File: src/rtl/viterbi_decoder_pkg.sv
// Shared Viterbi decoder types, default sizing and the encoder-identical symbol function.
// Latency: n/a (declarations only).
// Backpressure: n/a.
// Contents: FSM state enum, default K/RATE/FRAME_LEN, and the maximum sizes for the encode helper.
// The helper works on max-width operands; callers zero-extend, and zero taps contribute no output.
package viterbi_decoder_pkg;

  localparam int VD_K_DEF         = 3;
  localparam int VD_RATE_DEF      = 2;
  localparam int VD_FRAME_LEN_DEF = 16;

  localparam int VD_K_MAX    = 8;
  localparam int VD_RATE_MAX = 4;

  typedef enum logic [1:0] {
    VD_IDLE,
    VD_ACS,
    VD_TRACE,
    VD_OUTPUT
  } vd_state_e;

  typedef logic [VD_RATE_MAX-1:0][VD_K_MAX-1:0] vd_poly_t;

  // mux = {state, new_bit}: new bit at position 0.
  // Output bit i = parity of (mux & g[i]).
  function automatic logic [VD_RATE_MAX-1:0] vd_encode(input vd_poly_t g,
                                                       input logic [VD_K_MAX-1:0] mux);
    logic [VD_RATE_MAX-1:0] sym;
    sym = '0;
    for (int i = 0; i < VD_RATE_MAX; i++) begin
      sym[i] = ^(g[i] & mux);
    end
    return sym;
  endfunction

endpackage

File: src/rtl/viterbi_decoder_acs_unit.sv
// Combinational add-compare-select for one trellis state.
// Latency: 0 cycles (pure combinational).
// Backpressure: none; the parent decides when the result is captured.
// Ports: gen_poly/code_data (current symbol context), pm0/pm1 (metrics of predecessors x=0/1),
//        pm_new (survivor metric, saturating), surv (selected predecessor MSB, x).
module vd_acs_unit
  import viterbi_decoder_pkg::*;
#(
  parameter int K     = VD_K_DEF,
  parameter int RATE  = VD_RATE_DEF,
  parameter int MET_W = 6,
  parameter int STATE = 0
) (
  input  logic [RATE-1:0][K-1:0] gen_poly,
  input  logic [RATE-1:0]        code_data,
  input  logic [MET_W-1:0]       pm0,
  input  logic [MET_W-1:0]       pm1,
  output logic [MET_W-1:0]       pm_new,
  output logic                   surv
);

  localparam int BM_W = $clog2(VD_RATE_MAX + 1);
  localparam logic [K-2:0] N = (K-1)'(STATE);

  vd_poly_t               g_ext;
  logic [VD_K_MAX-1:0]    mux0;
  logic [VD_K_MAX-1:0]    mux1;
  logic [VD_RATE_MAX-1:0] code_ext;
  logic [VD_RATE_MAX-1:0] d0;
  logic [VD_RATE_MAX-1:0] d1;
  logic [BM_W-1:0]        bm0;
  logic [BM_W-1:0]        bm1;
  logic [MET_W:0]         sum0;
  logic [MET_W:0]         sum1;
  logic [MET_W-1:0]       c0;
  logic [MET_W-1:0]       c1;

  always_comb begin
    g_ext = '0;
    for (int i = 0; i < RATE; i++) begin
      g_ext[i][K-1:0] = gen_poly[i];
    end
    // Predecessor {x, N[K-2:1]} shifted by input bit N[0] gives register {x, N}.
    mux0     = VD_K_MAX'({1'b0, N});
    mux1     = VD_K_MAX'({1'b1, N});
    code_ext = VD_RATE_MAX'(code_data);
    d0       = code_ext ^ vd_encode(g_ext, mux0);
    d1       = code_ext ^ vd_encode(g_ext, mux1);
    bm0      = '0;
    bm1      = '0;
    for (int i = 0; i < VD_RATE_MAX; i++) begin
      bm0 = bm0 + BM_W'(d0[i]);
      bm1 = bm1 + BM_W'(d1[i]);
    end
    sum0 = {1'b0, pm0} + (MET_W+1)'(bm0);
    sum1 = {1'b0, pm1} + (MET_W+1)'(bm1);
    c0   = sum0[MET_W] ? '1 : sum0[MET_W-1:0];
    c1   = sum1[MET_W] ? '1 : sum1[MET_W-1:0];
    // Strictly-less picks x=1, so a tie resolves to x=0.
    surv   = (c1 < c0);
    pm_new = surv ? c1 : c0;
  end

endmodule

File: src/rtl/viterbi_decoder.sv
// Hard-decision radix-2 Viterbi decoder for zero-terminated fixed-length frames.
// Latency: first o_dec_valid FRAME_LEN+1 cycles after the last symbol is accepted.
// Backpressure: o_ready high in IDLE/ACS, low during TRACE/OUTPUT; i_code_valid is ignored there.
// Ports: clk, rst (async active-low), en_vd (low aborts to IDLE), i_gen_poly[RATE][K],
//        i_code_data/i_code_valid/o_ready (symbol input), o_dec_bit/o_dec_valid/o_frame_done (output),
//        o_busy (not IDLE), o_err_cnt (only when VD_ERR_COUNT_EN is defined: final metric of state 0).
module viterbi_decoder
  import viterbi_decoder_pkg::*;
#(
  parameter int  K         = VD_K_DEF,
  parameter int  RATE      = VD_RATE_DEF,
  parameter int  FRAME_LEN = VD_FRAME_LEN_DEF,
  localparam int MET_W     = $clog2(RATE*FRAME_LEN+1)
) (
  input  logic                   clk,
  input  logic                   rst,
  input  logic                   en_vd,
  input  logic [RATE-1:0][K-1:0] i_gen_poly,
  input  logic [RATE-1:0]        i_code_data,
  input  logic                   i_code_valid,
  output logic                   o_ready,
  output logic                   o_dec_bit,
  output logic                   o_dec_valid,
  output logic                   o_frame_done,
  output logic                   o_busy
`ifdef VD_ERR_COUNT_EN
  ,
  output logic [MET_W-1:0]       o_err_cnt
`endif
);

  localparam int SW    = K - 1;
  localparam int NS    = 1 << SW;
  localparam int CNT_W = (FRAME_LEN > 1) ? $clog2(FRAME_LEN) : 1;
  localparam logic [CNT_W-1:0] LAST = CNT_W'(FRAME_LEN - 1);

  vd_state_e              state_q;
  vd_state_e              state_d;
  logic                   ready_q;
  logic [RATE-1:0][K-1:0] gen_q;
  logic [RATE-1:0][K-1:0] poly_sel;
  logic [CNT_W-1:0]       cnt_q;
  logic [SW-1:0]          ts_q;
  logic [FRAME_LEN-1:0]   out_buf;
  logic [MET_W-1:0]       pm_q   [NS];
  logic [MET_W-1:0]       pm_new [NS];
  logic [NS-1:0]          surv_new;
  logic [NS-1:0]          surv_mem [FRAME_LEN];
  logic                   accept;
  logic                   last_row;

  // ready_q only ever reflects IDLE/ACS, so it already implies an accepting state.
  assign accept   = i_code_valid & ready_q & en_vd;
  assign last_row = (cnt_q == LAST);
  assign o_ready  = ready_q;
  // Step 0 uses the live polynomials; they are latched on that same edge.
  assign poly_sel = (state_q == VD_IDLE) ? i_gen_poly : gen_q;

  for (genvar n = 0; n < NS; n++) begin : g_acs
    localparam int P0 = n >> 1;
    localparam int P1 = (n >> 1) | (1 << (SW - 1));
    vd_acs_unit #(
      .K     (K),
      .RATE  (RATE),
      .MET_W (MET_W),
      .STATE (n)
    ) u_acs (
      .gen_poly  (poly_sel),
      .code_data (i_code_data),
      .pm0       (pm_q[P0]),
      .pm1       (pm_q[P1]),
      .pm_new    (pm_new[n]),
      .surv      (surv_new[n])
    );
  end

  always_ff @(posedge clk or negedge rst) begin
    if (!rst) state_q <= VD_IDLE;
    else      state_q <= state_d;
  end

  always_comb begin
    state_d      = state_q;
    o_dec_valid  = 1'b0;
    o_dec_bit    = 1'b0;
    o_frame_done = 1'b0;
    o_busy       = (state_q != VD_IDLE);
    case (state_q)
      VD_IDLE:  if (accept) state_d = VD_ACS;
      VD_ACS:   if (accept && last_row) state_d = VD_TRACE;
      VD_TRACE: if (cnt_q == '0) state_d = VD_OUTPUT;
      VD_OUTPUT: begin
        o_dec_valid  = 1'b1;
        o_dec_bit    = out_buf[cnt_q];
        o_frame_done = last_row;
        if (last_row) state_d = VD_IDLE;
      end
      default: state_d = VD_IDLE;
    endcase
    if (!en_vd) state_d = VD_IDLE;
  end

  always_ff @(posedge clk or negedge rst) begin
    if (!rst) begin
      ready_q <= 1'b0;
      gen_q   <= '0;
      cnt_q   <= '0;
      ts_q    <= '0;
      out_buf <= '0;
      for (int n = 0; n < NS; n++) pm_q[n] <= (n == 0) ? '0 : '1;
    end else begin
      ready_q <= (state_d == VD_IDLE) || (state_d == VD_ACS);
      if (state_d == VD_IDLE) begin
        // Covers abort, frame end and idling: start point is state 0 only.
        cnt_q <= '0;
        for (int n = 0; n < NS; n++) pm_q[n] <= (n == 0) ? '0 : '1;
      end else begin
        case (state_q)
          VD_IDLE, VD_ACS: begin
            if (accept) begin
              for (int n = 0; n < NS; n++) pm_q[n] <= pm_new[n];
              if (state_q == VD_IDLE) gen_q <= i_gen_poly;
              // On the last row cnt_q is left at FRAME_LEN-1, the first traceback row.
              if (last_row) ts_q  <= '0;
              else          cnt_q <= cnt_q + CNT_W'(1);
            end
          end
          VD_TRACE: begin
            out_buf[cnt_q] <= ts_q[0];
            ts_q           <= {surv_mem[cnt_q][ts_q], ts_q[SW-1:1]};
            if (cnt_q != '0) cnt_q <= cnt_q - CNT_W'(1);
          end
          VD_OUTPUT: cnt_q <= cnt_q + CNT_W'(1);
          default: ;
        endcase
      end
    end
  end

  // Survivor rows need no reset: every row is rewritten before traceback reads it.
  always_ff @(posedge clk) begin
    if (accept) surv_mem[cnt_q] <= surv_new;
  end

`ifdef VD_ERR_COUNT_EN
  logic [MET_W-1:0] err_q;
  always_ff @(posedge clk or negedge rst) begin
    if (!rst)                                        err_q <= '0;
    else if (state_q == VD_ACS && accept && last_row) err_q <= pm_new[0];
  end
  assign o_err_cnt = err_q;
`endif

endmodule

File: config.mk
export PLATFORM = sky130hd
export DESIGN_NAME = viterbi_decoder
export DESIGN_NICKNAME = d
export VERILOG_FILES = /design/src/rtl/viterbi_decoder_pkg.sv /design/src/rtl/viterbi_decoder_acs_unit.sv /design/src/rtl/viterbi_decoder.sv
export SDC_FILE = /design/constraint.sdc
export NUM_CORES = 1
export LEC_CHECK = 0
export BUFFER_PORTS_ARGS = -buffer_cell sky130_fd_sc_hd__buf_2
export CAP_MARGIN = 20
export CORE_UTILIZATION = 50
export DETAILED_ROUTE_END_ITERATION = 10
export PLACE_DENSITY = 0.68
export SLEW_MARGIN = 20
export SYNTH_ARGS = -nofsm -noshare
export SYNTH_HDL_FRONTEND = slang
export SYNTH_HIERARCHICAL = 1
export SYNTH_SLANG_ARGS = --single-unit
File: constraint.sdc
create_clock -name clk -period 4.72 [get_ports clk]
set_input_delay 0.944 -clock clk [delete_from_list [all_inputs] [get_ports clk]]
set_output_delay 0.944 -clock clk [all_outputs]
set_load 0.02 [all_outputs]
==> flow_metrics.py, run 1 <==
metrics = {
    "outcome": {
        "status": "complete, no violations",
    },
    "yosys": {
        "yosysTopAreaCell": "edfxtp_1",
        "ys_ff_latch": 119,
        "synth_ff_type": "edfxtp_1",
        "synth-edff-count": 64,
        "syn_inst": 717,
        "yosysWarningCount": 6,
        "async_flop_share_pct": 46.2,
        "synth_area_per_cell_um2": 10.7,
        "yosysSeqAreaShare_pct": 43.4,
        "synth_area_mm2": 0.00765,
        "synth_area_leaders": "edfxtp_1 (25%), dfrtp_1 (12%), ha_1 (6.2%)",
        "yosysTopAreaCellShare_pct": 25.1,
        "ys_types": 66,
        "syn_nets": 776,
    },
    "placed_design": {
        "pre_cts_ws_ps": -167,
        "portBuffers": 16,
        "dp_hpwl_mm": 12.3,
        "place.gp.congestion": 0.917,
    },
    "cells_and_area": {
        "multi_input_area_mm2": 0.00414,
        "utilization_pct": 58.8,
        "nFillCells": 1191,
        "syn_to_final_growth_pct": 13.4,
        "diodes": 0,
        "nets": 810,
        "drive_above_1_share_pct": 19.9,
        "regArea_mm2": 0.00332,
    },
    "routing": {
        "wire_per_inst_um": 18.4,
        "drcViolationCount": 0,
        "vias": 5604,
        "vias_per_cell": 5.91,
        "first_pass_iters": 5,
        "wl_mm": 17.4,
        "postRouteAntennaNets": 0,
        "drt_iter0_markers": 485,
    },
    "critical_path": {
        "crit_chain": "nor2_1 -> buf_6 -> mux2_2 -> xor2_1 -> ha_1 -> ha_1 -> fa_1 -> and2_4 -> nand2_1 -> mux2i_1 -> inv_1 -> ha_1 -> nand2_1 -> nor2_1 -> o21ai_0 -> o21ai_4 -> inv_1 -> buf_12",
        "critPathLaunchType": "register",
        "cpLargestDelayFamily": "adder cells",
        "cp.arrival_ps": 4700,
        "cp.depth": 18,
        "crit_slowest_cell": "mux2_2",
        "crit-reg2reg-launch": "state_q[1]",
        "cp-startpoint": "state_q[1]",
        "path_common_cell": "ha_1",
        "path_buf_inv": 4,
        "path_max_fanout": 16,
        "ff2ff_path_depth": 18,
        "endpoint": "surv_mem[0][0]",
        "critPathCaptureType": "register",
        "r2r_setup_slack_ps": 180,
        "critical-path-max-stage-delay_ps": 430,
        "critical_path_required_ps": 4870,
        "criticalPathCategory": "register to register",
        "r2r-end": "surv_mem[0][0]",
    },
    "flow_run": {
        "cap_violations": 0,
    },
    "power": {
        "p_per_area_mw_per_mm2": 790,
        "peakVddDrop_uv": 582,
        "leakage_uw": 0.00363,
    },
    "clock_network": {
        "cts_root_buf": "clkbuf_16",
        "cts_inserted_buffers": 17,
        "clk_latency_ps": 420,
        "cts_tree": "yes",
        "clockBufferDepth": 2,
        "numClockSinks": 119,
        "clk_pin_slew_ps": 60,
        "ctsHtreeMaxLevel": 4,
    },
    "global_route": {
        "grt_max_degree": 42,
        "grt_pass1_wl_mm": 28.5,
        "grt_pass1_vias": 5603,
        "overflow": 0,
        "antenna_found_initial": 0,
        "grt_use_total_pct": 23.3,
    },
    "die": {
        "rows": 44,
        "die_w_um": 126,
        "fp.dieH_um": 126,
        "die_area_mm2": 0.0158,
        "coreArea_mm2": 0.0148,
        "io_pins": 17,
        "start_util_pct": 51.9,
    },
    "sta": {
        "slew_headroom_pct": 32.8,
        "slew_viol_final": 0,
        "clock.fmax_mhz": 220,
        "setup_ws_ps": 178,
        "min_period_over_period_pct": 96.2,
        "fin_crit_ps": 4540,
        "tightest_slew_ps": 1010,
        "finalClockSkew_ps": 15.1,
        "setup_violations": 0,
        "finalHoldViolations": 0,
    },
    "hold_path": {
        "hp-class": "input port to asynchronous set/reset pin",
    },
}
## synth_stat cells, types with 3 or more instances
library cell,instances
and2_1,3
fa_1,9
o31a_1,3
dfstp_2,18
mux2i_1,45
clkbuf_1,10
ha_1,38
nand4_1,5
o31ai_1,10
nand2_1,85
xnor2_1,15
mux2_2,14
inv_1,38
o21ai_2,4
nand3_1,33
nor2b_1,13
xor2_1,8
o32ai_1,3
nor3_1,8
edfxtp_1,64
nand2b_1,13
nor2_1,85
a21o_1,5
nand3_2,5
dfrtp_1,37
mux4_2,13
o21ai_0,29
o21a_1,5
or2b_1,6
buf_6,3
mux4_1,8
a21oi_1,32
buf_2,8
## registers in the layout, summed over array words and instances (netlist names)
register / flops
surv_mem: 64
cnt_q: 4
pm_q: 24
out_buf: 16
ts_q: 2
o_ready: 1
state_q: 2
gen_q: 6
## worst min-delay path by stage
stage                        start          end
final                          rst  out_buf[13]
after global routing           rst  out_buf[13]
after floorplan           gen_q[3]     gen_q[3]
after CTS                      rst   out_buf[3]
after global placement    gen_q[5]     gen_q[5]
after detailed placement  gen_q[1]     gen_q[1]
## power breakdown
group          internal, uW  switching [uW]  total, uW
Clock                   789             446       1230
Combinational          1590            2180       3770
Sequential             1630             223       1860
Total                  4010            2850       6860
## timing repair
action                     4_1_cts  5_1_grt
setup endpoints to repair        0       47
buffers inserted                 0        1
hold buffers                     0        0
gates resized for setup          0       22
## metal layers
metal  vias to the layer above  routed length, um  GRT usage [%]
met5                         -                  0              0
met4                         0                106           5.95
met3                        10                865           4.84
met2                       151               8650           38.7
met1                      2786               7780           31.1
li1                       2657                  -              -
## placed cells by master (no fill, tap or decap), types with 4 or more instances in the layout
cell        n
inv_1      38
ha_1       37
nand3_2     5
xnor2_2     4
a21o_1      5
mux4_1      8
a21oi_1    32
mux2_2     14
nand3_1    33
nand2b_1   13
o21ai_2     4
mux2i_2     4
nand2_1    85
o21a_1      5
xor2_1      7
mux4_2     13
nand4_1     5
or2b_1      6
clkbuf_1    6
o21ai_0    27
nor2b_1    12
fa_1        7
edfxtp_1   64
dfrtp_1    37
buf_4      20
nor2_1     82
mux2i_1    41
buf_2      16
dfstp_2    18
xnor2_1    11
clkbuf_16  17
nor3_1      8
o31ai_1    10
## final cells by class
cell class	count	share of cell area, %
multi-input combinational	533	47.7
sequential	119	38.3
clock buffer	24	5.32
timing repair buffer	39	3.14
tap	184	2.65
inverter	41	1.77
clock inverter	8	1.14
## through the flow
| step | power [uW] | setup TNS [ps] | instances | cell area, um^2 | hold slack [ps] |
|---|---|---|---|---|---|
| finish | 6860 | 0 | 948 | 8680 | 428 |
| floorplan | 4440 | 0 | 717 | 7650 | 442 |
| detailed placement | 5410 | -4650 | 915 | 8020 | 459 |
| global placement | 5220 | 0 | 915 | 8020 | 454 |
| global route | 7330 | -3.55 | 948 | 8680 | 438 |
| CTS | 6680 | 0 | 947 | 8580 | 425 |
## logic make-up after synthesis
logic type      after synthesis  synth area share [%]
fa+ha+maj                    47                  8.57
buf+inv                      65                  3.66
flops                       119                  43.4
compound gates              113                  10.2
xor+xnor                     23                  2.63
simple gates                270                  17.0
mux                          80                  14.5
No activity file was read; power rests on OpenSTA's default activity.
==> run 2: changes to the inputs <==
Settings changed: GPL_TIMING_DRIVEN set to 0, RECOVER_POWER set to 50.
==> run 2 against run 1 <==
Global-route usage increased by 0.40 points. Hold slack better by 41 ps. Highest routed layer unchanged. Maximum frequency fell by 0.39%. Setup slack lost 18 ps. The run now ends with capacitance limit, slew limit left. Total power up 7.7%. Critical path type unchanged. Largest power group unchanged.
==> flow_metrics.py, run 2 (synthesized netlist as in run 1, its figures left out) <==
metrics = {
    "outcome": {
        "status": "complete, but fails checks",
        "violations": "capacitance limit, slew limit",
    },
    "sta": {
        "clock.fmax_mhz": 219,
        "slew_headroom_pct": -106,
        "setup_tns_ps": 0,
        "finalHoldViolations": 0,
        "finalClockSkew_ps": 8.87,
        "setup_violations": 0,
        "fin_crit_ps": 4560,
        "min_period_over_period_pct": 96.6,
        "slew_viol_final": 56,
        "tightest_slew_ps": 3090,
    },
    "routing": {
        "drcViolationCount": 0,
        "postRouteAntennaNets": 0,
        "first_pass_iters": 5,
        "wire_per_inst_um": 18.3,
        "wl_mm": 17.8,
        "drt_iter0_markers": 410,
        "vias_per_cell": 5.91,
        "vias": 5766,
    },
    "clock_network": {
        "clk_latency_ps": 420,
        "cts_inserted_buffers": 17,
        "clockBufferDepth": 2,
        "cts_root_buf": "clkbuf_16",
        "cts_tree": "yes",
        "numClockSinks": 119,
        "ctsHtreeMaxLevel": 4,
        "clk_pin_slew_ps": 60,
    },
    "die": {
        "coreArea_mm2": 0.0148,
        "start_util_pct": 51.9,
        "rows": 44,
        "die_w_um": 126,
        "fp.dieH_um": 126,
        "io_pins": 17,
        "die_area_mm2": 0.0158,
    },
    "critical_path": {
        "cp-startpoint": "state_q[0]",
        "critical_path_required_ps": 5060,
        "criticalPathCategory": "register to register",
        "cp.arrival_ps": 4900,
        "critPathCaptureType": "register",
        "critPathLaunchType": "register",
        "ff2ff_path_depth": 22,
        "r2r-end": "pm_q[5]",
        "endpoint": "pm_q[5]",
        "crit-reg2reg-launch": "state_q[0]",
        "r2r_setup_slack_ps": 160,
        "path_max_fanout": 10,
    },
    "global_route": {
        "grt_pass1_vias": 5706,
        "antenna_found_initial": 0,
        "grt_use_total_pct": 23.7,
        "grt_max_degree": 56,
        "overflow": 0,
        "grt_pass1_wl_mm": 29.1,
    },
    "cells_and_area": {
        "top_register": "surv_mem",
        "top_regs": "surv_mem x64, pm_q x24, out_buf x16",
        "largest_reg_flops": 64,
        "nets": 838,
        "stdcell_area_mm2": 0.00899,
        "mostFrequentLayoutCell": "nand2_1",
        "syn_to_final_growth_pct": 17.5,
        "diodes": 0,
        "drive_above_1_share_pct": 23.3,
        "mostFrequentLayoutCells": "nand2_1 (83), nor2_1 (81), edfxtp_1 (64), mux2i_1 (40), dfrtp_1 (36)",
    },
    "power": {
        "clock_power_share_pct": 18.8,
        "leakage_uw": 0.00375,
        "p_seq_share_pct": 25.1,
        "p_per_area_mw_per_mm2": 822,
        "combPwrFrac_pct": 56.1,
        "peakVddDrop_uv": 683,
        "swShare_pct": 40.5,
        "p_sw_uw": 2990,
        "p_int_uw": 4400,
    },
    "placed_design": {
        "portBuffers": 16,
        "dp_hpwl_mm": 12.6,
        "place.gp.congestion": 0.827,
        "dpl_cell_area_mm2": 0.00796,
    },
    "hold_path": {
        "hp-class": "register to register",
    },
    "flow_run": {
        "cap_violations": 1,
    },
}
-- run 2: cell count changes in the layout (fill, tap and decap cells not counted), sizes merged --
cell | before | now
buf | 39 | 53
bufinv | 2 | 5
clkbuf | 24 | 31
clkinv | 5 | 7
clkinvlp | 2 | 7
inv | 40 | 36
-- run 2: worst max-delay path, cell delays in order (launching register included) --
cell and delay [ps]:
dfrtp_1 370, buf_6 150, nor2_4 220, buf_6 140
mux2_4 340, xor2_2 200, xnor2_2 220, xnor2_1 110
ha_1 300, ha_2 200, fa_2 400, nand2b_1 170
mux2i_2 230, inv_2 80, ha_4 260, nand2_2 70
nor2_1 80, a211oi_4 290, o21ai_4 110, buf_4 170
mux2i_1 150, nor2_1 60, a21oi_1 140
-- run 2: timing repair --
action                                  in CTS  in global routing
hold buffers                                 0                  0
setup buffers                               14                 14
gates resized for setup                     13                 36
pin swaps                                    7                 11
endpoints found under the setup margin      88                 86
-- run 2: layer usage --
layer | GRT usage [%] | vias up | part of all wire [%]
met1 | 32.5 | 2902 | 46
met2 | 38.5 | 145 | 48
li1 | - | 2699 | -
met5 | 0 | - | 0
met3 | 4.55 | 20 | 4.8
met4 | 6.46 | 0 | 1.3
-- run 2: area by class of cell --
type	count	area, um^2
clock inverter	14	208
clock buffer	17	425
fill	1145	5770
buffer	23	114
multi-input combinational	533	4220
timing repair buffer	44	303
inverter	41	165
sequential	119	3320
tap	184	230
-- run 2: power by group through the flow --
| stage | combinational [uW] | clock (uW) | sequential [uW] |
|---|---|---|---|
| finish | 4140 | 1390 | 1850 |
| global route | 4530 | 1450 | 1880 |
| CTS | 3850 | 1400 | 1840 |
| detailed placement | 3350 | 0 | 1860 |
| global placement | 3210 | 0 | 1850 |
| floorplan | 2650 | 0 | 1800 |
-- run 2: worst min path at each step --
| stage | cells after the start | startpoint | endpoint |
|---|---|---|---|
| 6_report | 2 | gen_q[5] | gen_q[5] |
| 5_1_grt | 2 | gen_q[5] | gen_q[5] |
| 4_1_cts | 2 | gen_q[3] | gen_q[3] |
| 3_5_place_dp | 2 | gen_q[3] | gen_q[3] |
| 3_3_place_gp | 2 | gen_q[5] | gen_q[5] |
| 2_1_floorplan | 2 | gen_q[3] | gen_q[3] |
-- run 2: metrics by stage --
step	util, %	setup WS, ps	instances	hold slack, ps	power, uW
floorplan	-	180	717	442	4440
global placement	54.0	-576	917	457	5060
detailed placement	54.0	-804	917	459	5220
CTS	59.5	4.47	961	472	7090
global route	60.9	-66.6	975	495	7860
finish	60.9	161	975	469	7390
==> run 3: changes to the inputs <==
Settings changed: RECOVER_POWER 50 to 100.
==> run 3 against run 2 <==
Combinational power about the same. Largest power group unchanged. The flow still finishes with violations (capacitance limit, slew limit). Register-to-register slack about the same. Critical path type unchanged. Clock power about the same.
==> flow_metrics.py, run 3 (synthesized netlist as in run 1, its figures left out) <==
metrics = {
    "global_route": {
        "antenna_found_initial": 0,
        "overflow": 0,
        "grt_pass1_wl_mm": 29.1,
        "grt_max_degree": 56,
        "grt_use_total_pct": 23.7,
        "grt_pass1_vias": 5706,
    },
    "clock_network": {
        "cts_tree": "yes",
        "clockBufferDepth": 2,
        "ctsHtreeMaxLevel": 4,
        "hold_buffers": 0,
        "clk_latency_ps": 420,
        "cts_root_buf": "clkbuf_16",
        "cts_inserted_buffers": 17,
        "clk_pin_slew_ps": 50,
        "numClockSinks": 119,
    },
    "die": {
        "coreArea_mm2": 0.0148,
        "rows": 44,
        "die_w_um": 126,
        "io_pins": 17,
        "start_util_pct": 51.9,
        "die_area_mm2": 0.0158,
        "fp.dieH_um": 126,
    },
    "cells_and_area": {
        "largest_reg_flops": 64,
        "fin_cells": 975,
        "nets": 838,
        "mostFrequentLayoutCells": "nand2_1 (83), nor2_1 (81), edfxtp_1 (64), mux2i_1 (40), dfrtp_1 (37)",
        "top_register": "surv_mem",
        "syn_to_final_growth_pct": 17.4,
        "diodes": 0,
        "drive_above_1_share_pct": 22.9,
        "nFillCells": 1147,
        "mostFrequentLayoutCell": "nand2_1",
        "top_regs": "surv_mem x64, pm_q x24, out_buf x16",
    },
    "sta": {
        "finalClockSkew_ps": 9.68,
        "fin_crit_ps": 4550,
        "finalHoldViolations": 0,
        "slew_viol_final": 56,
        "slew_headroom_pct": -106,
        "tightest_slew_ps": 3080,
        "setup_violations": 0,
        "clock.fmax_mhz": 220,
        "min_period_over_period_pct": 96.3,
        "setup_ws_ps": 175,
    },
    "power": {
        "power_uw": 7380,
        "peakVddDrop_uv": 686,
        "p_per_area_mw_per_mm2": 822,
        "leakage_uw": 0.00375,
    },
    "routing": {
        "vias": 5797,
        "drt_iter0_markers": 404,
        "drcViolationCount": 0,
        "vias_per_cell": 5.95,
        "wire_per_inst_um": 18.3,
        "wl_mm": 17.9,
        "first_pass_iters": 5,
        "postRouteAntennaNets": 0,
    },
    "hold_path": {
        "hold_path_depth": 2,
        "holdPathEnd": "gen_q[5]",
        "hp-class": "register to register",
        "min_from": "gen_q[5]",
    },
    "placed_design": {
        "portBuffers": 16,
        "place.gp.congestion": 0.827,
        "dpl.cell_count": 917,
        "pre_cts_ws_ps": -804,
        "dp_hpwl_mm": 12.6,
    },
    "critical_path": {
        "path_max_fanout": 6,
        "critical_path_required_ps": 5060,
        "crit_slowest_cell": "dfrtp_1",
        "critical-path-max-stage-delay_ps": 460,
        "crit_chain": "nor2_4 -> buf_6 -> mux2_4 -> xor2_2 -> xnor2_2 -> xnor2_1 -> ha_1 -> ha_2 -> fa_2 -> nand2b_1 -> mux2i_2 -> inv_2 -> ha_4 -> nand2_2 -> nor2_1 -> a211oi_4 -> o21ai_4 -> buf_4 -> mux2i_1 -> nor2_1 -> a21oi_1",
        "r2r_setup_slack_ps": 170,
        "ff2ff_path_depth": 21,
        "r2r-end": "pm_q[5]",
        "criticalPathCategory": "register to register",
        "critPathCaptureType": "register",
        "crit-reg2reg-launch": "state_q[1]",
        "critPathLaunchType": "register",
        "path_common_cell": "nor2_1",
        "cp.arrival_ps": 4890,
    },
    "outcome": {
        "status": "complete, but fails checks",
        "violations": "capacitance limit, slew limit",
    },
    "flow_run": {
        "cap_violations": 1,
    },
}
[run 3: cell types whose count changed in the layout (fill, tap and decap cells not counted)]
cell      change
clkbuf_1      +1
dfrtp_2       -1
a21oi_2       -1
a21oi_1       +1
dfrtp_1       +1
buf_2         -1
[run 3: worst max-delay path by stage]
stage / start / endpoint / slack [ps]
6_report: state_q[1] / pm_q[5] / 170
5_1_grt: state_q[0] / pm_q[6] / -70
4_1_cts: state_q[0] / pm_q[9] / 4
3_5_place_dp: state_q[1] / surv_mem[1][1] / -800
3_3_place_gp: state_q[1] / pm_q[1] / -580
2_1_floorplan: state_q[1] / pm_q[1] / 180
[run 3: worst max-delay path, delay by kind of cell (launching register included)]
kind,cells,cell delay [ps]
compound gates,3,540
xor+xnor,3,530
fa+ha+maj,4,1160
buf+inv,3,390
flops,1,460
mux,3,720
simple gates,5,640
[run 3: layout make-up]
| type | count | area (um^2) | share of cell area, % |
|---|---|---|---|
| multi-input cells | 533 | 4220 | 47.0 |
| flip-flops and latches | 119 | 3320 | 37.0 |
| clock buffers | 17 | 425 | 4.74 |
| repair buffers | 44 | 303 | 3.37 |
| well taps | 184 | 230 | 2.56 |
| clock inverters | 14 | 208 | 2.31 |
| inverters | 41 | 165 | 1.84 |
| plain buffers | 23 | 113 | 1.25 |
[run 3: stage by stage]
stage          TNS (ps)  utilization [%]  hold WS [ps]  instance area, um^2
5_1_grt            -320             60.9           495                 8980
3_3_place_gp     -41990             54.0           457                 7960
6_report              0             60.9           469                 8980
4_1_cts               0             59.5           472                 8780
2_1_floorplan         0                -           442                 7650
3_5_place_dp     -56480             54.0           459                 7960
[run 3: what timing repair did]
action,4_1_cts,5_1_grt
pin swaps,7,11
gates resized for setup,13,36
endpoints found under the setup margin,88,86
buffers inserted,14,14
[run 3: layer usage]
layer / global-route usage, % / wire length (um)
met1: 32.5 / 8060
met2: 38.5 / 8620
met3: 4.55 / 929
met4: 6.46 / 245
met5: 0 / 0
[run 3: where the power goes]
| group | total, uW | internal, uW | leakage (uW) | switching [uW] |
|---|---|---|---|---|
| combinational | 4140 | 1840 | 0.00218 | 2300 |
| sequential | 1850 | 1630 | 0.00127 | 221 |
| clock | 1390 | 927 | 0.000298 | 463 |
